<file path="config.mk">
export PLATFORM = sky130hd
export DESIGN_NAME = prev_round_const_seq
export DESIGN_NICKNAME = d
export VERILOG_FILES = /design/src/rtl/aes_rc_pkg.sv /design/src/rtl/prev_round_const_seq.sv
export SDC_FILE = /design/constraint.sdc
export NUM_CORES = 1
export LEC_CHECK = 0
export ABC_CLOCK_PERIOD_IN_PS = 2700
export CAP_MARGIN = 10
export CORE_AREA = 5 5 43 54
export CTS_BUF_LIST = sky130_fd_sc_hd__clkbuf_16
export DETAILED_ROUTE_END_ITERATION = 6
export DIE_AREA = 0 0 48 59
export GPL_ROUTABILITY_DRIVEN = 0
export PLACE_DENSITY = 0.87
export SYNTH_ARGS = -nofsm -noshare
export SYNTH_HDL_FRONTEND = slang
export SYNTH_SLANG_ARGS = --single-unit
export TNS_END_PERCENT = 10
</file>
<file path="constraint.sdc">
create_clock -name clock -period 2.7 [get_ports clock]
set_clock_uncertainty 0.15 [all_clocks]
set_input_delay 0.675 -clock clock [delete_from_list [all_inputs] [get_ports clock]]
set_output_delay 0.675 -clock clock [all_outputs]
set_load 0.01 [all_outputs]
</file>
<file path="src/rtl/aes_rc_pkg.sv">
// Shared AES round-constant definitions used by the forward and reverse
// round-constant sequencers: the constant type, the sequencer state encoding
// and the GF(2^8) xtime step together with its exact inverse.
package aes_rc_pkg;

    typedef logic [7:0] rc_t;

    typedef enum logic {
        IDLE = 1'b0,
        RUN  = 1'b1
    } rc_seq_state_e;

    // Reduction constant for x^8 = x^4 + x^3 + x + 1 when multiplying by x.
    localparam rc_t RC_POLY     = 8'h1b;
    // Correction constant when dividing by x: 0x8d = (0x1b >> 1) | 0x80.
    localparam rc_t RC_INV_POLY = 8'h8d;

    // Multiply by x in GF(2^8): the forward round-constant step.
    function automatic rc_t rc_xtime(input rc_t x);
        return {x[6:0], 1'b0} ^ (x[7] ? RC_POLY : 8'h00);
    endfunction

    // Divide by x in GF(2^8): exact inverse of rc_xtime for every 8-bit input.
    function automatic rc_t rc_inv_xtime(input rc_t x);
        return {1'b0, x[7:1]} ^ (x[0] ? RC_INV_POLY : 8'h00);
    endfunction

endpackage

</file>
<file path="src/rtl/prev_round_const_seq.sv">
// Reverse round-constant sequencer. Pops one seed constant from the input
// FIFO, then pushes NUM_RC constants to the output FIFO, stepping the
// constant backwards through the schedule with rc_inv_xtime between pushes.
// Output back-pressure freezes the burst; new seeds wait in the input FIFO
// until the current burst has finished.
module prev_round_const_seq
    import aes_rc_pkg::*;
#(
    parameter int NUM_RC = 10,
    parameter int CW     = $clog2(NUM_RC + 1)
) (
    input  logic          clock,
    input  logic          reset,
    input  logic [7:0]    in_rc,
    output logic          in_rc_rd,
    input  logic          in_rc_empty,
    output logic [7:0]    out_rc,
    output logic [CW-1:0] out_rc_idx,
    output logic          out_rc_last,
    output logic          out_rc_wr,
    input  logic          out_rc_full,
    output logic          busy
);

    localparam logic [CW-1:0] LAST_IDX = CW'(NUM_RC - 1);

    rc_seq_state_e state_q, state_d;
    rc_t           cur_q,   cur_d;
    logic [CW-1:0] idx_q,   idx_d;
    logic          last_w;

    // FIFO strobes and status are direct decodes of the current state.
    assign last_w      = (state_q == RUN) && (idx_q == LAST_IDX);
    assign in_rc_rd    = (state_q == IDLE) && !in_rc_empty;
    assign out_rc_wr   = (state_q == RUN) && !out_rc_full;
    assign out_rc      = cur_q;
    assign out_rc_idx  = idx_q;
    assign out_rc_last = last_w;
    assign busy        = (state_q == RUN);

    // Next-state logic: load a seed in IDLE, step backwards on each push in RUN.
    always_comb begin
        // NOTE: every output of this block gets a hold default first, so no
        // path through the case can leave a value unassigned and infer a latch.
        state_d = state_q;
        cur_d   = cur_q;
        idx_d   = idx_q;
        case (state_q)
            IDLE: begin
                if (in_rc_rd) begin
                    cur_d   = in_rc;
                    idx_d   = '0;
                    state_d = RUN;
                end
            end
            RUN: begin
                if (out_rc_wr) begin
                    if (last_w) begin
                        // The final constant stays visible on out_rc.
                        idx_d   = '0;
                        state_d = IDLE;
                    end else begin
                        cur_d = rc_inv_xtime(cur_q);
                        idx_d = idx_q + CW'(1);
                    end
                end
            end
            default: state_d = IDLE;
        endcase
    end

    // State registers with asynchronous active-low reset.
    always_ff @(posedge clock or negedge reset) begin
        // NOTE: sequential state uses non-blocking assignments so every
        // register samples pre-edge values regardless of block ordering.
        if (!reset) begin
            state_q <= IDLE;
            cur_q   <= 8'h00;
            idx_q   <= '0;
        end else begin
            state_q <= state_d;
            cur_q   <= cur_d;
            idx_q   <= idx_d;
        end
    end

endmodule

</file>
**After elaboration in Yosys (flattened, before gate mapping)**

Cells that the tools add are included.

- Bitwise operators: 2
- Add/sub/neg operators: 1
- Eq/ne operators: 4
- Reductions and logical operators: 7
- Mux-type cells: 13

Operator list:

| operator | number |
|---|---|
| $mux W8 | 4 |
| $pmux W8 S2 | 1 |
| $mux W4 | 3 |
| $pmux W4 S2 | 1 |
| $xor A7 B8 Y8 | 1 |
| $ne A2 B2 Y1 const B | 3 |
| $add A4 B1 Y4 const B | 1 |
| $eq A4 B4 Y1 const B | 1 |
| $logic_and A1 B1 Y1 | 3 |
| $mux W1 | 3 |
| $reduce_and A3 Y1 | 1 |
| $logic_not A1 Y1 | 2 |
| $pmux W1 S2 | 1 |
| $reduce_and A2 Y1 | 1 |
| $not A1 Y1 | 1 |

- Word-level logic and storage cells: 30
- Output and inout bits: 16
- Input bits: 12
- Register bits after elaboration: 13

**Longest topological paths before layout**

Gate-level depths: netlist of run 1.

- Word-level depth: 5
- Mapped depth: 7
- Depth with buffers taken out: 6

**Worst setup path after synthesis of run 1**

Ideal clock, no wire load.

- Path type: register -> output
- From: register idx_q[1] (netlist: out_rc_idx[1])
- To: output out_rc_last
- Stages on the path, launching flop included: 5
- Arrival: 0.979 ns
- Data required time: 1.875 ns
- Path slack: 0.896 ns
- Buffers on the path: 0
- Cell sequence: dfrtp_1 > inv_1 > ha_1 > nand3b_4 > nor2_1

- Longest elaborated chain between the ends: 2

Ends and longest elaborated chain:

| what | RTL line | RTL |
|---|---|---|
| start, declared | prev_round_const_seq.sv:29 | `logic [CW-1:0] idx_q, idx_d;` |
| start signal, assigned | prev_round_const_seq.sv:83 | `idx_q <= idx_d;` |
| $eq A4 B4 Y1 | prev_round_const_seq.sv:33 | `assign last_w = (state_q == RUN) && (idx_q == LAST_IDX);` |
| $logic_and A1 B1 Y1 | prev_round_const_seq.sv:33 |  |
| end, declared | prev_round_const_seq.sv:19 | `output logic out_rc_last,` |

No other way between the ends.

**Worst setup path in the final report of run 1**

- From: input out_rc_full
- To: output out_rc_wr

- Longest elaborated chain between the ends: 2

Ends and longest elaborated chain:

| what | RTL line | RTL |
|---|---|---|
| start, declared | prev_round_const_seq.sv:21 | `input logic out_rc_full,` |
| $logic_not A1 Y1 | prev_round_const_seq.sv:35 | `assign out_rc_wr = (state_q == RUN) && !out_rc_full;` |
| $logic_and A1 B1 Y1 | prev_round_const_seq.sv:35 |  |
| end, declared | prev_round_const_seq.sv:20 | `output logic out_rc_wr,` |

No other way between the ends.

==> impl_metrics.csv, run 1 <==
group,metric,value,unit
outcome,status,"finished clean",
pwr,p_clk_share,22.5,%
worst_hold_path,hold_class,"flip-flop to flip-flop",
pwr,p_seq_share,31.9,%
route,first_pass_iters,3,
grt,grt_use_total,15.33,%
grt,grt_pass1_vias,699,
clock_tree,post-cts-setup-buffer-count,0,
pwr,p_leak,0.5250,nW
worst_setup_path,critPathLaunchType,"input pin",
route,wl_per_cell,14.86,um
placement,dp_hpwl,1407,um
clock_tree,clk_path_buf_depth,2,
layout,multi_input_comb_area,377.9,um2
synth,syn_area_per_cell,10.04,um2
timing,finalSetupViolations,0,
pwr,vdd_ir_drop_max,551.9,uV
timing,fin_crit,2.638,ns
pwr,combPwrFrac,45.6,%
clock_tree,cts_tree,"built",
layout,fillCellCount,145,
worst_setup_path,cp_max_fo,2,
synth,ys_seq_area_share,44.37,%
worst_setup_path,critical_path_class,"input pin to primary output",
clock_tree,cts_buffers,3,
route,drt_wl_total,1872,um
pwr,netSwitchingPower,0.4312,mW
worst_setup_path,crit_arrival,1.81,ns
clock_tree,htreeDepth,1,
layout,areaGrowthSynthToFinish,52.90,%
pwr,cellPowerDensity,1084,mW/mm2
placement,dp.cells,122,
route,num_vias,666,
worst_setup_path,max_stage_delay,0.54,ns
grt,grt_pass1_wl,3105,um
synth,yosysWarnings,0,
die,die_w,48,um
synth,ys_ff_latch,13,
route,drc,0,
placement,post_dp_cell_area,0.001042,mm2
layout,finalNetCount,122,
worst_setup_path,path_common_cell,"clkdlybuf4s50_1",
route,ant_nets,0,
timing,final_hold_viol_count,0,
timing,final_max_slew_viol_count,0,
layout,seq_area,325.3,um2
worst_setup_path,crit_path_end_kind,"primary output",
route,vias_per_cell,5.286,
die,dieArea,0.002832,mm2
clock_tree,cts_resized,0,
clock_tree,cts_root_buffer,"clkbuf_16",
layout,antenna_cells,0,
die,start_util,42.04,%
route,drtIter0Drc,9,
layout,drive_gt1_share,15.89,%
die,io_pins,28,
layout,fin_cells,126,
worst_setup_path,cp.required,1.88,ns
run,cap_violations,0,
synth,synth.distinct_cells,25,
grt,antenna_found_initial,0,
synth,netlist_area,733.2,um2
pwr,p_int,0.7846,mW
clock_tree,clk_pin_slew_worst_paths,0.04,ns
placement,portBuffers,27,
die,die_height,59,um
worst_setup_path,crit_slowest_cell,"clkdlybuf4s50_1",
timing,worstMarginPinSlew,0.6166,ns
timing,slew_headroom,58.77,%
grt,grt-ovfl-total,0,
synth,synthCells,73,
layout,post-route-util,64.28,%
clock_tree,cts_hold_buffers,0,
clock_tree,clk_latency,0.24,ns
synth,synth_fp_nets,87,
die,rows,17,
timing,rsz0062_at_grt,"false",
pwr,power_switching_share,35.47,%
worst_hold_path,hold_path_depth,2,
grt,grt_max_degree,15,
die,core,0.001744,mm2
timing,fin_setup_tns,0,ns
layout,postLayoutCellArea,0.001121,mm2
worst_setup_path,rr_worst_depth,6,
timing,timing.final.crit_share,97.71,%
timing,fmax,379.0,MHz
worst_setup_path,path_cells,"clkdlybuf4s50_1, nor2b_4, clkdlybuf4s50_1",
clock_tree,cts_sinks,13,
worst paths after layout:
check	from	endpoint	slack (ns)
max	out_rc_full	out_rc_wr	0.06
min	out_rc[5]	out_rc[5]	0.37
max reg2reg	out_rc_idx[1]	out_rc[1]	1.02
min reg2reg	out_rc[5]	out_rc[5]	0.37
max in group asynchronous	reset	out_rc[1]	1.33
min in group asynchronous	reset	out_rc_idx[1]	0.67
cells in the final DEF, fill, tap and decap left out:
cell             synthesis  routed
o211ai_1                 2       2
nand2b_1                 1       1
o21ai_2                  3       3
o21ai_1                  5       5
nor2_1                   4       4
o21ai_0                  3       3
inv_1                    1       2
nor2b_1                  1       1
a21o_2                   1       1
nor3_1                   2       2
buf_4                    0       5
nor2_4                   1       1
a21oi_1                  4       4
ha_1                     2       2
nor3b_1                  1       1
mux2i_1                  5       5
nand2_1                 11      11
xnor2_1                  2       2
a21oi_4                  1       1
a21o_1                   1       1
clkdlybuf4s50_1          0      27
nand3b_4                 1       1
inv_2                    1       1
nand3_1                  4       4
nor2b_4                  1       1
clkbuf_16                0       3
dfrtp_1                 13      13
layer usage:
layer	wire (um)	vias to the layer above	GRT usage, %
li1	-	321	-
met4	17	0	6.154
met1	762	318	17.46
met5	0	-	0
met2	957	25	26.09
met3	135	2	3.951
final cells by class:
type / count / share of cell area, %
clock buffers: 3 / 6.696
clock inverters: 1 / 0.3348
inverters: 2 / 0.6696
multi-input cells: 56 / 33.71
flip-flops and latches: 13 / 29.02
well taps: 19 / 2.121
repair buffers: 32 / 27.46
synthesized netlist by cell type, drive strengths merged:
library cell | n | share of area [%]
a21o | 2 | 2.2
a21oi | 5 | 4.9
buf | 2 | 3.1
dfrtp | 13 | 44
ha | 2 | 3.4
inv | 2 | 1.0
mux2i | 5 | 6.8
nand2 | 11 | 5.6
nand2b | 1 | 0.85
nand3 | 4 | 2.7
nand3b | 1 | 2.7
nor2 | 5 | 3.6
nor2b | 2 | 2.7
nor3 | 2 | 1.4
nor3b | 1 | 1.0
o211ai | 2 | 2.0
o21ai | 11 | 9.0
xnor2 | 2 | 2.4
logic make-up (layout without fill, tap and decap cells):
| family | after synthesis | after routing | share of synthesized area [%] |
|---|---|---|---|
| buffers and inverters | 4 | 38 | 4.094 |
| AND/OR/NAND/NOR | 27 | 27 | 20.65 |
| multiplexers | 5 | 5 | 6.826 |
| XOR/XNOR | 2 | 2 | 2.390 |
| AO/OA/AOI/OAI | 20 | 20 | 18.26 |
| flip-flops | 13 | 13 | 44.37 |
| adder cells (fa/ha/maj) | 2 | 2 | 3.412 |
worst max-delay path: cells and delay by family:
family	cells	cell delay, ns
buf+inv	2	1.00
simple gates	1	0.14
metrics by stage:
| stage | power (mW) | worst slack, ns | hold WS, ns |
|---|---|---|---|
| 2_1_floorplan | 0.6798 | 0.8958 | 0.2294 |
| 3_5_place_dp | 0.9455 | 0.06111 | 0.3548 |
| 3_3_place_gp | 0.9211 | 0.08167 | 0.3439 |
| 6_report | 1.216 | 0.06179 | 0.3687 |
| 4_1_cts | 1.229 | 0.05230 | 0.3792 |
| 5_1_grt | 1.296 | 0.02950 | 0.4099 |
power by group through the flow:
stage          Combinational [mW]  Sequential (mW)  Clock, mW
6_report                    0.555            0.388      0.273
5_1_grt                     0.606            0.405      0.285
4_1_cts                     0.564            0.390      0.274
3_5_place_dp                0.556            0.389          0
3_3_place_gp                0.538            0.383          0
2_1_floorplan               0.272            0.408          0
registers in the layout, indices dropped and copies added (netlist names):
signal      count
busy            1
out_rc          8
out_rc_idx      4
Power figures use the tool's default switching activity.
==> run 2: changes to the inputs <==
Settings changed: CORE_AREA 5 5 43 54 to 2 2 40 51, DIE_AREA 0 0 48 59 to 0 0 42 53, GPL_TIMING_DRIVEN from default to 0.
==> run 2 against run 1 <==
Sequential power hardly changed. Count of clock-buffer cells in the layout stayed put. Utilization is 0.22 points lower. Global-route usage is 2.7 points higher. Worst hold slack worse by 0.0074 ns. Design area is 1.6% lower. Critical path type unchanged. Critical path depth stayed put. Critical endpoint unchanged. Setup slack better by 0.060 ns. Clock power is 1% lower. Flip-flop and latch count stayed put. Largest power group unchanged. Via count is 2.6% lower.
==> impl_metrics.csv, run 2 (same netlist as run 1, synthesis figures left out) <==
group,metric,value,unit
outcome,status,"finished clean",
pwr,vdd_ir_drop_max,622.1,uV
pwr,netSwitchingPower,0.4297,mW
pwr,power_switching_share,35.37,%
die,start_util,42.56,%
timing,final_hold_viol_count,0,
grt,grt_use_total,18.00,%
layout,finalNetCount,119,
layout,layout.cells.most_common,"clkdlybuf4s50_1",
grt,grt_pass1_wl,3049,um
timing,final_max_slew_viol_count,0,
placement,portBuffers,27,
worst_hold_path,hold_class,"flip-flop to flip-flop",
pwr,cellPowerDensity,1101,mW/mm2
layout,postLayoutCellArea,0.001104,mm2
placement,dp.cells,119,
timing,fin_crit,2.578,ns
timing,rsz0062_at_grt,"false",
route,num_vias,649,
route,vias_per_cell,5.276,
placement,dp_hpwl,1333,um
worst_setup_path,crit_arrival,1.75,ns
worst_setup_path,critical_path_class,"input pin to primary output",
grt,antenna_found_initial,0,
worst_setup_path,cp.required,1.88,ns
clock_tree,cts_buffers,3,
grt,grt-ovfl-total,0,
die,rows,17,
route,wl_per_cell,14.02,um
clock_tree,cts_sinks,13,
worst_setup_path,crit_path_end_kind,"primary output",
pwr,combPwrFrac,46.0,%
route,drc,0,
layout,areaGrowthSynthToFinish,50.51,%
worst_setup_path,cp_max_fo,6,
timing,hold_ws,0.3613,ns
layout,drive_gt1_share,13.46,%
clock_tree,clk_latency,0.24,ns
grt,grt_max_degree,14,
route,m1WireLength,721,um
route,highest_layer,"met4",
die,io_pins,28,
route,dr_wl_met3,114,um
run,cap_violations,0,
route,drt_wl_total,1724,um
die,core,0.001723,mm2
layout,fin_cells,123,
clock_tree,clk_path_buf_depth,2,
clock_tree,clk_pin_slew_worst_paths,0.04,ns
timing,timing.final.crit_share,95.48,%
timing,fmax,387.9,MHz
route,dr_wl_met2,869,um
route,first_pass_iters,4,
die,die_w,42,um
timing,slew_headroom,61.88,%
die,die_height,53,um
route,drtIter0Drc,12,
pwr,p_seq_share,31.9,%
layout,antenna_cells,0,
clock_tree,post-cts-setup-buffer-count,0,
clock_tree,cts_root_buffer,"clkbuf_16",
timing,finalSetupViolations,0,
timing,worstMarginPinSlew,0.5701,ns
pwr,p_leak,0.5157,nW
die,dieArea,0.002226,mm2
pwr,total_power,1.215,mW
layout,largest_reg_flops,8,
grt,grt_pass1_vias,677,
pwr,p_clk_share,22.1,%
layout,final_cell_mix,"clkdlybuf4s50_1, dfrtp_1, nand2_1",
placement,post_dp_cell_area,0.001027,mm2
route,ant_nets,0,
clock_tree,htreeDepth,1,
clock_tree,cts_tree,"built",
pwr,p_int,0.7849,mW
worst_setup_path,critPathLaunchType,"input pin",
-- run 2: power groups by stage --
stage	clock network, mW	registers [mW]	logic [mW]
finish	0.269	0.388	0.558
global route	0.280	0.401	0.618
CTS	0.273	0.388	0.566
detailed placement	0	0.387	0.562
global placement	0	0.383	0.543
floorplan	0	0.408	0.272
-- run 2: path summary, 6_finish.rpt --
kind	depth (start not counted)	from	endpoint	slack [ns]
max	3	out_rc_full	out_rc_wr	0.12
min	2	out_rc[2]	out_rc[2]	0.36
max reg2reg	7	out_rc_idx[1]	out_rc[5]	1.10
min reg2reg	2	out_rc[2]	out_rc[2]	0.36
max in group asynchronous	1	reset	out_rc[2]	1.37
min in group asynchronous	1	reset	out_rc[5]	0.66
-- run 2: worst max-delay path, cell delays in order --
cell and delay (ns):
dlygate4sd2_1 0.31, nor2b_4 0.20, clkdlybuf4s50_1 0.56
-- run 2: area by class of cell --
type / instances / area, um2
Tap cell: 19 / 23.77
Fill cell: 148 / 619.3
Inverter: 2 / 7.507
Timing Repair Buffer: 27 / 267.8
Clock buffer: 3 / 75.07
Clock inverter: 1 / 3.754
Sequential cell: 13 / 325.3
Multi-Input combinational cell: 56 / 377.9
Buffer: 2 / 22.52
-- run 2: through the flow --
step           worst slack [ns]  util (%)  setup TNS [ns]
2_1_floorplan            0.8958         -               0
3_3_place_gp            -0.1181     59.62         -0.1710
3_5_place_dp            -0.1160     59.62         -0.1771
4_1_cts                  0.1188     64.05               0
5_1_grt                 0.04489     64.05               0
6_report                 0.1222     64.05               0
-- run 2: metal layers --
metal	global-route usage, %	vias up
li1	-	318
met1	21.32	295
met2	30.73	32
met3	4.437	4
met4	8.065	0
met5	0	-
-- run 2: timing repair --
item | 4_1_cts | 5_1_grt
hold buffers | 0 | 0
gates resized for setup | 2 | 0
setup endpoints to repair | 2 | 0
==> run 3: changes to the inputs <==
Settings changed: CAP_MARGIN 10 to 20, HOLD_SLACK_MARGIN from default to 0.15, SKIP_LAST_GASP from default to 1.
==> run 3 against run 2 <==
Global-route usage did not move. Critical endpoint unchanged. Maximum frequency is the same. Via count stayed put. Die area unchanged. Critical path type unchanged. Highest routed layer unchanged. Total power about the same. Register-to-register slack about the same. Sequential power about the same. Combinational power barely moved. Worst hold slack better by 0.0014 ns. Sequential share of layout area shrank 0.10 points.
==> impl_metrics.csv, run 3 (same netlist as run 1, synthesis figures left out) <==
group,metric,value,unit
die,rows,17,
timing,slew_headroom,61.88,%
clock_tree,clk_pin_slew_worst_paths,0.04,ns
clock_tree,cts_resized,1,
clock_tree,cts_buffers,3,
clock_tree,htreeDepth,1,
worst_hold_path,hold_class,"flip-flop to flip-flop",
pwr,combPwrFrac,46.0,%
layout,areaGrowthSynthToFinish,51.02,%
grt,antenna_found_initial,0,
route,num_vias,649,
grt,gr-usage-met2,30.73,%
route,drtIter0Drc,12,
pwr,p_seq_share,31.9,%
grt,grtUsageMet3,4.437,%
grt,grt_pass1_vias,677,
clock_tree,cts_tree,"built",
route,drc,0,
layout,finalNetCount,119,
clock_tree,post-cts-setup-buffer-count,0,
pwr,vdd_ir_drop_max,622.1,uV
grt,grt_max_degree,14,
timing,worstMarginPinSlew,0.5700,ns
route,ant_nets,0,
pwr,p_clk_share,22.1,%
run,cap_violations,0,
layout,layout.cells.most_common,"clkdlybuf4s50_1",
timing,layout_setup_ws,0.1222,ns
timing,fin_setup_tns,0,ns
clock_tree,cts_root_buffer,"clkbuf_16",
layout,final_cell_mix,"clkdlybuf4s50_1, dfrtp_1, nand2_1",
placement,dp_hpwl,1333,um
worst_setup_path,critPathLaunchType,"input pin",
worst_setup_path,cp.required,1.88,ns
grt,busiest_layer,"met2",
clock_tree,clk_latency,0.24,ns
route,wl_per_cell,14.04,um
die,die_height,53,um
grt,grt_use_total,18.00,%
layout,drive_gt1_share,13.46,%
clock_tree,clk_path_buf_depth,2,
pwr,p_leak,0.5235,nW
pwr,cellPowerDensity,1097,mW/mm2
worst_setup_path,crit_path_end_kind,"primary output",
route,first_pass_iters,4,
worst_setup_path,critical_path_class,"input pin to primary output",
pwr,p_int,0.7853,mW
timing,finalSetupViolations,0,
clock_tree,cts_sinks,13,
timing,final_max_slew_viol_count,0,
timing,timing.final.crit_share,95.48,%
die,io_pins,28,
grt,grt-ovfl-total,0,
die,core,0.001723,mm2
route,vias_per_cell,5.276,
die,die_w,42,um
timing,fin_crit,2.578,ns
timing,hold_ws,0.3626,ns
placement,portBuffers,27,
layout,antenna_cells,0,
clock_tree,cts_hold_buffers,0,
timing,rsz0062_at_grt,"false",
route,drt_wl_total,1727,um
placement,post-place-ws,-0.1160,ns
timing,fmax,387.9,MHz
die,start_util,42.56,%
worst_setup_path,crit_arrival,1.75,ns
layout,largest_reg_flops,8,
timing,final_hold_viol_count,0,
pwr,netSwitchingPower,0.4298,mW
grt,grt_pass1_wl,3049,um
die,dieArea,0.002226,mm2
pwr,power_switching_share,35.37,%
grt,use_met1,21.32,%
worst_setup_path,cp_max_fo,6,
outcome,status,"finished clean",
==> run 3: changes by cell type in the layout (fill, tap and decap cells not counted), sizes merged <==
cell	previous run	this run
dlygate4sd2	2	1
dlymetal6s2s	0	1
==> run 3: path summary, 6_finish.rpt <==
check,from,endpoint,slack (ns),cells after the start
worst max-delay path,out_rc_full,out_rc_wr,0.12,3
worst min-delay path,out_rc[2],out_rc[2],0.36,2
worst max register to register,out_rc_idx[1],out_rc[5],1.10,7
worst min register to register,out_rc[2],out_rc[2],0.36,2
max in group asynchronous,reset,out_rc[2],1.37,1
min in group asynchronous,reset,out_rc[5],0.66,1
==> run 3: layer usage <==
layer,up-vias,routed length (um)
met4,0,19
met5,-,0
met1,295,724
li1,318,-
met2,32,869
met3,4,114
==> run 3: power by group through the flow <==
stage	Combinational [mW]	Sequential [mW]	Clock, mW
final	0.559	0.388	0.269
after global placement	0.543	0.383	0
after detailed placement	0.562	0.387	0
after global routing	0.619	0.401	0.280
after floorplan	0.272	0.408	0
after CTS	0.567	0.388	0.273
==> run 3: layout make-up <==
type / instances / area (um2)
Sequential cell: 13 / 325.3
Clock buffer: 3 / 75.07
Buffer: 2 / 22.52
Multi-Input combinational cell: 56 / 377.9
Clock inverter: 1 / 3.754
Inverter: 2 / 7.507
Timing Repair Buffer: 27 / 271.5
Fill cell: 147 / 615.6
Tap cell: 19 / 23.77
==> run 3: worst max-delay path: stages <==
cell and delay [ns]:
dlygate4sd2_1 0.31, nor2b_4 0.20, clkdlybuf4s50_1 0.56
==> run 3: through the flow <==
step	cells	power (mW)	util [%]	area (um2)
2_1_floorplan	73	0.6798	-	733.2
3_3_place_gp	119	0.9261	59.62	1027
3_5_place_dp	119	0.9490	59.62	1027
4_1_cts	123	1.229	64.12	1105
5_1_grt	123	1.300	64.27	1107
6_report	123	1.215	64.27	1107
==> patch (settings of run 2) <==
The parameter `NUM_RC` goes from 10 to 12.
--- a/src/rtl/prev_round_const_seq.sv
+++ b/src/rtl/prev_round_const_seq.sv
@@ -6,7 +6,7 @@
 module prev_round_const_seq
     import aes_rc_pkg::*;
 #(
-    parameter int NUM_RC = 10,
+    parameter int NUM_RC = 12,
     parameter int CW     = $clog2(NUM_RC + 1)
 ) (
     input  logic          clock,
Formal check against the unedited RTL: no difference found for any inputs over 10 cycles, from zero or initial values and one cycle with reset low; that may be too few to reach the edited logic, so the function may still have changed.
==> patch against run 2 <==
  * Sequential cell count unchanged
  * Critical path depth increased by 1
  * Combinational power increased by 11%
  * Die area unchanged
  * Global-route usage decreased by 0.66 points
  * Synthesized cell count decreased by 6.8%
  * Power increased by 5.6%
  * Setup slack got worse by 0.052 ns
  * Area after synthesis increased by 6.1%
  * Non-clock buffer count increased by 3
  * Cell area increased by 6.2%
  * Routed wire length increased by 4.2%
  * Largest cell class unchanged
  * Largest power group unchanged
==> patch: results (changes against run 2) <==
Pwr Density=1094 nW/um^2 (was 1101 nW/um^2); Worst Reg-to-Reg Cells=5 (was 7); FILL cells=110 (was 148); Netlist cell types=33 (was 25); Leak=0.5213 nW (was 0.5157 nW); largest net degree at the start of global routing=14 (unchanged); detailed-route via count=663 (was 649); gr usage total=17.34% (was 18.00%); Sw Share=30.83% (was 35.37%); CP startpoint=out_rc_full (unchanged); Tmin final=2.630 ns (was 2.578 ns); cells taking the most area after synthesis=dfrtp_1, mux2_4, mux2_2, a21oi_1, buf_6 (was dfrtp_1, mux2i_1, nand2_1, o21ai_2, ha_1); Routed Antenna Nets=0 (unchanged); ratio of cells with drive above 1 in the final layout=28.00% (was 13.46%); Post-DP HPWL=1281 um (was 1333 um); Seq/Total Area, Yosys=41.80% (was 44.37%); Worst Max-Slew Pin Slew=0.5859 ns (was 0.5701 ns); Critical Path Sink=out_rc_wr (unchanged); worst vdd ir=0.6465 mV (was 0.6221 mV); WL/cell=15.10 um (was 14.02 um); WHS Path Cells=1 (was 2); clk pwr=0.000274 W (was 0.000269 W); post-synthesis adder-cell area fraction=1.608% (was 3.413%); placed cell count=114 (was 119); clock buffer depth=2 (unchanged); Reg-to-Reg Start=out_rc_idx[0] (was out_rc_idx[1]); final WL=1797 um (was 1724 um); DP Area=1072 um^2 (was 1027 um^2); initial drt markers=17 (was 12); Synthesized Nets=81 (was 87); multiplexer area fraction after synthesis=22.03% (was 6.826%); first-pass GRT wire length=2842 um (was 3049 um); Avg Cell Area, Syn=11.44 um^2 (was 10.04 um^2); P&R area growth vs syn=50.64% (was 50.51%); critical path fanouts, max=8 (was 6); Async S/R FF share, synth=100.0% (unchanged); final setup violating endpoints=0 (unchanged); Port Buffers=27 (unchanged); vias in the first global route=632 (was 677); Worst-path clk slew=0.04 ns (about the same); Clock Tree Root=clkbuf_16 (unchanged); R2R Path End=out_rc[5] (unchanged); placement-stage worst setup slack=-0.1707 ns (was -0.1160 ns); Compound-Gate Fraction of Synth Area=12.22% (was 18.26%); Synth Area in XOR/XNOR=2.251% (was 2.389%); antenna violations before repair=0 (unchanged); max reg flops=8 (unchanged); Synth top cells by count=dfrtp_1, mux2_4, a21oi_1, mux2_2, nand2_1 (was dfrtp_1, nand2_1, mux2i_1, o21ai_1); ant diodes=0 (unchanged); run status=finished clean (unchanged); Crit path arrival time=1.80 ns (was 1.75 ns); Combinational Power=0.000617 W (was 0.000558 W); DRT Pass-1 Iters=4 (unchanged); R2R Setup Slk=0.95 ns (was 1.10 ns)
==> patch: changes by cell type after synthesis, sizes merged, moves of 2 or more <==
cell / change
and2: +2
and3: +2
buf: +2
mux2: +12
mux2i: -4
nand2: -7
nand3: -3
nor3: -2
o21ai: -10
==> patch: metal layers <==
layer	vias to the layer above	share of wire, %	global-route usage, %
met5	-	0	0
met4	0	1.3	8.065
met3	4	6.9	4.437
met2	32	50	30.21
met1	312	42	19.83
li1	315	-	-
==> patch: logic make-up (layout without fill, tap and decap cells) <==
| family | after synthesis | after routing |
|---|---|---|
| flops | 13 | 13 |
| buf+inv | 5 | 37 |
| fa+ha+maj | 1 | 1 |
| xor+xnor | 2 | 2 |
| simple gates | 20 | 20 |
| compound gates | 14 | 14 |
| mux | 13 | 13 |
==> patch: what timing repair did <==
item,CTS,global route
pin swaps,0,1
setup endpoints to repair,2,2
gates resized for setup,2,5
hold buffers,0,0
buffers inserted,0,1
gates cloned,0,0
==> patch: worst min-delay path by stage <==
stage | endpoint | startpoint | slack [ns]
final | out_rc[5] | out_rc[5] | 0.38
after global routing | out_rc[5] | out_rc[5] | 0.41
after CTS | out_rc[5] | out_rc[5] | 0.39
after detailed placement | out_rc[5] | out_rc[5] | 0.37
after global placement | out_rc[2] | out_rc[2] | 0.37
after floorplan | busy | reset | 0.23
==> patch: area by class of cell <==
type / instances / area share (%)
Tap cell: 19 / 2.028
Inverter: 1 / 0.3202
Clock inverter: 1 / 0.3202
Timing Repair Buffer: 28 / 23.80
Clock buffer: 3 / 6.403
Buffer: 4 / 2.988
Sequential cell: 13 / 27.85
Multi-Input combinational cell: 50 / 36.29
==> patch: critical path: stages <==
cell             delay (ns)
dlygate4sd2_1          0.32
nor2b_2                0.15
buf_6                  0.13
clkdlybuf4s50_1        0.53
